==> config.mk <==
export PLATFORM = sky130hd
export DESIGN_NAME = axxa_frame_tx_flat
export DESIGN_NICKNAME = d
export VERILOG_FILES = /design/src/rtl/axxa_frame_tx_pkg.sv /design/src/rtl/axxa_frame_tx_if.sv /design/src/rtl/axxa_frame_tx_piso.sv /design/src/rtl/axxa_frame_tx.sv /design/src/flat_wrapper.sv
export SDC_FILE = /design/constraint.sdc
export NUM_CORES = 1
export LEC_CHECK = 0
export CAP_MARGIN = 25
export CORE_MARGIN = 2
export CORE_UTILIZATION = 45
export CTS_CLUSTER_DIAMETER = 30
export DETAILED_ROUTE_END_ITERATION = 12
export PLACE_DENSITY = 0.7
export SLEW_MARGIN = 20
export SYNTH_ARGS = -nofsm -noshare
export SYNTH_HDL_FRONTEND = slang
export SYNTH_SLANG_ARGS = --single-unit
export TNS_END_PERCENT = 30
==> constraint.sdc <==
create_clock -name clk -period 3.4 [get_ports clk]
set_clock_uncertainty 0.15 [all_clocks]
set_input_delay 0.68 -clock clk [delete_from_list [all_inputs] [get_ports clk]]
set_output_delay 0.68 -clock clk [all_outputs]
set_load 0.02 [all_outputs]
==> src/rtl/axxa_frame_tx_pkg.sv <==
// Shared types and constants for the a-x-x-a frame transmitter.
// The state encoding is fixed so that debug dumps read the same across the link.
package axxa_pkg;

    typedef enum logic [2:0] {
        IDLE = 3'd0,
        B0   = 3'd1,
        B1   = 3'd2,
        B2   = 3'd3,
        B3   = 3'd4,
        GAPW = 3'd5
    } state_e;

    localparam int unsigned GAP_MAX   = 15;
    localparam int unsigned FRAME_LEN = 4;

    // Marker bit brackets the payload: {a, mid[1], mid[0], a}, MSB sent first.
    function automatic logic [FRAME_LEN-1:0] frame_word(logic a, logic [1:0] mid);
        return {a, mid, a};
    endfunction

endpackage

==> src/rtl/axxa_frame_tx_if.sv <==
// Start/ready request and serial-output bundle of the a-x-x-a transmitter.
// master is the requesting side, slave is the transmitter.
interface axxa_frame_tx_if #(
    parameter int unsigned FRAMES_W = 8
);
    logic                start;
    logic                a;
    logic [1:0]          mid;
    logic                ready;
    logic                x;
    logic                x_vld;
    logic                frame_end;
    logic [FRAMES_W-1:0] frame_cnt;

    modport master (
        output start, a, mid,
        input  ready, x, x_vld, frame_end, frame_cnt
    );

    modport slave (
        input  start, a, mid,
        output ready, x, x_vld, frame_end, frame_cnt
    );
endinterface

==> src/rtl/axxa_frame_tx_piso.sv <==
// 4-bit parallel-load, serial-out shifter, MSB first.
// nxt_o is the bit that will be on the line after the coming edge.
module axxa_piso
    import axxa_pkg::*;
(
    input  logic                 clk,
    input  logic                 rst,
    input  logic                 load_i,
    input  logic                 shift_i,
    input  logic [FRAME_LEN-1:0] data_i,
    output logic                 nxt_o
);

    logic [FRAME_LEN-1:0] sreg_q, sreg_d;

    always_comb begin
        sreg_d = sreg_q;
        if (load_i) begin
            sreg_d = data_i;
        end else if (shift_i) begin
            sreg_d = {sreg_q[FRAME_LEN-2:0], 1'b0};
        end
    end

    // sreg_q[MSB] is already on the line, so the following bit is one below it.
    assign nxt_o = load_i ? data_i[FRAME_LEN-1] : sreg_q[FRAME_LEN-2];

    always_ff @(posedge clk or posedge rst) begin
        if (rst) begin
            sreg_q <= '0;
        end else begin
            sreg_q <= sreg_d;
        end
    end

endmodule

==> src/rtl/axxa_frame_tx.sv <==
// Serial transmitter for a-x-x-a frames: accepts {a, mid} on start/ready and
// shifts out a, mid[1], mid[0], a one bit per clock, with optional idle gap.
module axxa_frame_tx
    import axxa_pkg::*;
#(
    parameter int unsigned FRAMES_W = 8,
    parameter int unsigned GAP      = 0,
    parameter logic        IDLE_BIT = 1'b0
) (
    input  logic            clk,
    input  logic            rst,
    axxa_frame_tx_if.slave  tx
);

    localparam logic [3:0] GapLast = (GAP > 0) ? 4'(GAP - 1) : 4'd0;

    state_e              state_q, state_d;
    logic [3:0]          gap_cnt_q, gap_cnt_d;
    logic [FRAMES_W-1:0] frame_cnt_q, frame_cnt_d;
    logic                x_q, x_d;
    logic                x_vld_q, x_vld_d;
    logic                frame_end_q, frame_end_d;
    logic                ready;
    logic                accept;
    logic                piso_nxt;

    // Moore decode of the current state only; reset forces it low.
    always_comb begin
        ready = 1'b0;
        unique case (state_q)
            IDLE:    ready = 1'b1;
            B3:      ready = (GAP == 0);
            GAPW:    ready = (gap_cnt_q == GapLast);
            default: ready = 1'b0;
        endcase
        if (rst) begin
            ready = 1'b0;
        end
    end

    assign accept = tx.start & ready;

    axxa_piso u_piso (
        .clk     (clk),
        .rst     (rst),
        .load_i  (accept),
        .shift_i (state_q inside {B0, B1, B2}),
        .data_i  (frame_word(tx.a, tx.mid)),
        .nxt_o   (piso_nxt)
    );

    always_comb begin
        state_d     = state_q;
        gap_cnt_d   = gap_cnt_q;
        frame_cnt_d = frame_cnt_q;
        unique case (state_q)
            IDLE: if (accept) state_d = B0;
            B0:   state_d = B1;
            B1:   state_d = B2;
            B2:   state_d = B3;
            B3: begin
                frame_cnt_d = frame_cnt_q + FRAMES_W'(1);
                if (GAP == 0) begin
                    state_d = accept ? B0 : IDLE;
                end else begin
                    state_d   = GAPW;
                    gap_cnt_d = '0;
                end
            end
            GAPW: begin
                if (gap_cnt_q == GapLast) begin
                    state_d = accept ? B0 : IDLE;
                end else begin
                    gap_cnt_d = gap_cnt_q + 4'd1;
                end
            end
            default: state_d = IDLE;
        endcase

        // Outputs are registered from the next state so they align with it.
        x_vld_d     = state_d inside {B0, B1, B2, B3};
        x_d         = x_vld_d ? piso_nxt : IDLE_BIT;
        frame_end_d = (state_d == B3);
    end

    always_ff @(posedge clk or posedge rst) begin
        if (rst) begin
            state_q     <= IDLE;
            gap_cnt_q   <= '0;
            frame_cnt_q <= '0;
            x_q         <= IDLE_BIT;
            x_vld_q     <= 1'b0;
            frame_end_q <= 1'b0;
        end else begin
            state_q     <= state_d;
            gap_cnt_q   <= gap_cnt_d;
            frame_cnt_q <= frame_cnt_d;
            x_q         <= x_d;
            x_vld_q     <= x_vld_d;
            frame_end_q <= frame_end_d;
        end
    end

    assign tx.ready     = ready;
    assign tx.x         = x_q;
    assign tx.x_vld     = x_vld_q;
    assign tx.frame_end = frame_end_q;
    assign tx.frame_cnt = frame_cnt_q;

endmodule

==> src/flat_wrapper.sv <==
// flat-port wrapper written by rule: the top's interface ports become plain ports
module axxa_frame_tx_flat import axxa_pkg::*;
#(
    parameter int unsigned FRAMES_W = 8,
    parameter int unsigned GAP      = 0,
    parameter logic        IDLE_BIT = 1'b0
)
  (clk, rst, tx_start, tx_a, tx_mid, tx_ready, tx_x, tx_x_vld, tx_frame_end, tx_frame_cnt);
  axxa_frame_tx_if #(.FRAMES_W(FRAMES_W)) tx_i ();
  input  logic clk;
  input  logic rst;
  input wire logic [$bits(tx_i.start)-1:0] tx_start;
  input wire logic [$bits(tx_i.a)-1:0] tx_a;
  input wire logic [$bits(tx_i.mid)-1:0] tx_mid;
  output wire logic [$bits(tx_i.ready)-1:0] tx_ready;
  output wire logic [$bits(tx_i.x)-1:0] tx_x;
  output wire logic [$bits(tx_i.x_vld)-1:0] tx_x_vld;
  output wire logic [$bits(tx_i.frame_end)-1:0] tx_frame_end;
  output wire logic [$bits(tx_i.frame_cnt)-1:0] tx_frame_cnt;
  assign tx_i.start = tx_start;
  assign tx_i.a = tx_a;
  assign tx_i.mid = tx_mid;
  assign tx_ready = tx_i.ready;
  assign tx_x = tx_i.x;
  assign tx_x_vld = tx_i.x_vld;
  assign tx_frame_end = tx_i.frame_end;
  assign tx_frame_cnt = tx_i.frame_cnt;
  axxa_frame_tx #(.FRAMES_W(FRAMES_W), .GAP(GAP), .IDLE_BIT(IDLE_BIT)) u_core (.clk(clk), .rst(rst), .tx(tx_i));
endmodule
==> reports/qor.csv <==
metric,value,unit
status,completed,
leakage,0.000576,uW
viasPerCell,5.27,
track_usage,14.7,%
cts_max_path_buffers,2,
holdBufCountCts,0,
yosysSeqAreaShare,50.6,%
clkTransAtPathRegs,110,ps
post-synth-top-count-cell,dfrtp_1,
grt-busiest-layer,met2,
ys.flop_type,dfrtp_1,
grt_max_degree,22,
gp_congestion,0.761,
drt-total-wl,1690,um
ctsHtreeMaxLevel,1,
r2r.worst_path.cells,3,
cts_tree,done,
min_to,u_core.tx.frame_cnt[7]$_DFFE_PP0P_,
worstHoldPathCells,1,
maxSlewViolCount,0,
syn-num-nets,97,
synth.avg_cell_area,11.8,um2
die_h,52.0,um
cts_setup_buffers,0,
grt_use_met1,17.8,%
synthArstFlopShare,100,%
p_per_area,656,nW/um2
avgRoutedWirePerCell,12.5,um
layout_setup_ws,487,ps
worstMarginPinSlew,468,ps
synth.top_cells.by_area,"dfrtp_1 51%, mux2_2 6.5%, xnor2_1 5.9%",
cp.arrival,2080,ps
clkLatencyLatePin,290,ps
startpoint_type,flop,
ys_seq_elements,21,
worstSetupEndpointType,output pin,
min_from,u_core.tx.frame_cnt[7]$_DFFE_PP0P_,
period_needed,2910,ps
final-hold-violation-count,0,
synth_top_area_share,50.6,%
syn_area,1040,um2
grt_use_met3,2.59,%
grt_overflow,0,
io_pins,18,
use_met2,25.7,%
ys.warnings.count,0,
dp_slack,576,ps
fin_nets,117,
slew_headroom,68.7,%
final.fill_count,198,
yosysTopAreaCell,dfrtp_1,
max-vdd-ir-drop,0.358,mV
drive_gt1_share,15.9,%
path_class,reg2out,
clock-sinks,21,
vias,711,
first_global_vias,699,
synth_edf_count,0,
core-area,2190,um2
antenna_found_initial,0,
ys_types,33,
cp_data_required_time,2570,ps
dieArea,2710,um2
fp-row-count,17,
setup_viol,0,
r2r_slack,1490,ps
maxCapViolCount,0,
min_period_over_period,85.7,%
ctsResizeCount,0,
grt_pass1_wl,2970,um
stdcell_count,135,
r2r-end,u_core.u_piso.sreg_q[2]$_DFFE_PP0P_,
cp_max_fo,3,
dp_cells,131,
numCtsBuffers,3,
post-route-drc-count,0,
finalSetupTns,0,ps
grt_setup_unrepaired,no,
syn_inst,88,
hold_path_class,reg2reg,
fp.dieW,52.0,um
drtIter0Drc,8,
r2r-start,u_core.state_q[1]$_DFF_PP0_,
start_util,47.4,%
portBuffers,17,
dr.pass1.iters,4,
dpl.hpwl,1260,um
area_growth,20.4,%
ys_top_cells_by_count,"21 x dfrtp_1, 9 x nand2_1, 7 x xnor2_1",
fmax,343,MHz
ant_nets,0,
cts-root-buf,clkbuf_4,
antenna_cells,0,
-- worst max-delay path by stage --
stage | startpoint | endpoint | slack, ps
after floorplan | u_core.gap_cnt_q[0]$_DFFE_PP0P_ | tx_ready | 1220
after global placement | rst | tx_ready | 600
after detailed placement | rst | tx_ready | 580
after CTS | u_core.gap_cnt_q[0]$_DFFE_PP0P_ | tx_ready | 460
after global routing | u_core.gap_cnt_q[0]$_DFFE_PP0P_ | tx_ready | 360
final | u_core.gap_cnt_q[0]$_DFFE_PP0P_ | tx_ready | 490
-- metal layers --
layer	up-vias	wire length [um]
li1	341	-
met1	356	748
met2	12	863
met3	2	65
met4	0	13
met5	-	0
-- layout make-up --
type,instances,area [um2],area share (%)
Clock buffer,4,26.3,2.10
Sequential cell,21,526,42.0
Inverter,4,15.0,1.20
Tap cell,28,35.0,2.80
Timing Repair Buffer,18,178,14.2
Multi-Input combinational cell,60,470,37.6
-- critical path, cell delays in order (launching register included) --
cell and delay [ps]:
dfrtp_1 410, inv_1 100, ha_1 180, nand4bb_1 170, a211oi_1 280, clkdlybuf4s50_1 640
-- cells by family (layout without fill, tap and decap cells) --
family | Yosys count | in the layout | synth area share, %
XOR/XNOR | 10 | 10 | 8.43
AND/OR/NAND/NOR | 32 | 32 | 19.3
flip-flops | 21 | 21 | 50.6
AO/OA/AOI/OAI | 8 | 8 | 6.51
buffers and inverters | 7 | 26 | 4.10
adder cells (fa/ha/maj) | 3 | 3 | 3.61
multiplexers | 7 | 7 | 7.47
-- flip-flops by register name, summed over array words and instances, names as in the netlist --
signal,flops
u_core.gap_cnt_q,4
u_core.tx.frame_cnt,8
u_core.u_piso.sreg_q,3
u_core.state_q,3
u_core.tx.x_vld,1
u_core.tx.x,1
u_core.tx.frame_end,1
-- layout by cell type (no fill, tap or decap), types with 2 or more instances in the layout --
cell type	n
nand2_1	9
dfrtp_1	21
xor2_1	3
nor2_1	5
clkdlybuf4s50_1	17
nor3b_1	2
xnor2_1	7
mux2_2	6
ha_1	3
nand4_1	3
clkbuf_4	3
inv_1	4
nor2b_1	2
-- report_power, final --
part	total (uW)	switching [uW]	internal (uW)
clock network	116	70.2	45.6
logic	315	144	171
registers	389	77.2	311
total	820	292	528
-- through the flow --
step | utilization (%) | area [um2] | hold WS [ps] | power, uW
3_3_place_gp | 55.9 | 1220 | 307 | 703
6_report | 57.1 | 1250 | 318 | 820
2_1_floorplan | - | 1040 | 312 | 611
5_1_grt | 57.1 | 1250 | 338 | 878
3_5_place_dp | 55.9 | 1220 | 310 | 712
4_1_cts | 57.1 | 1250 | 327 | 830
Note: power is estimated with default switching activity, not from simulation.
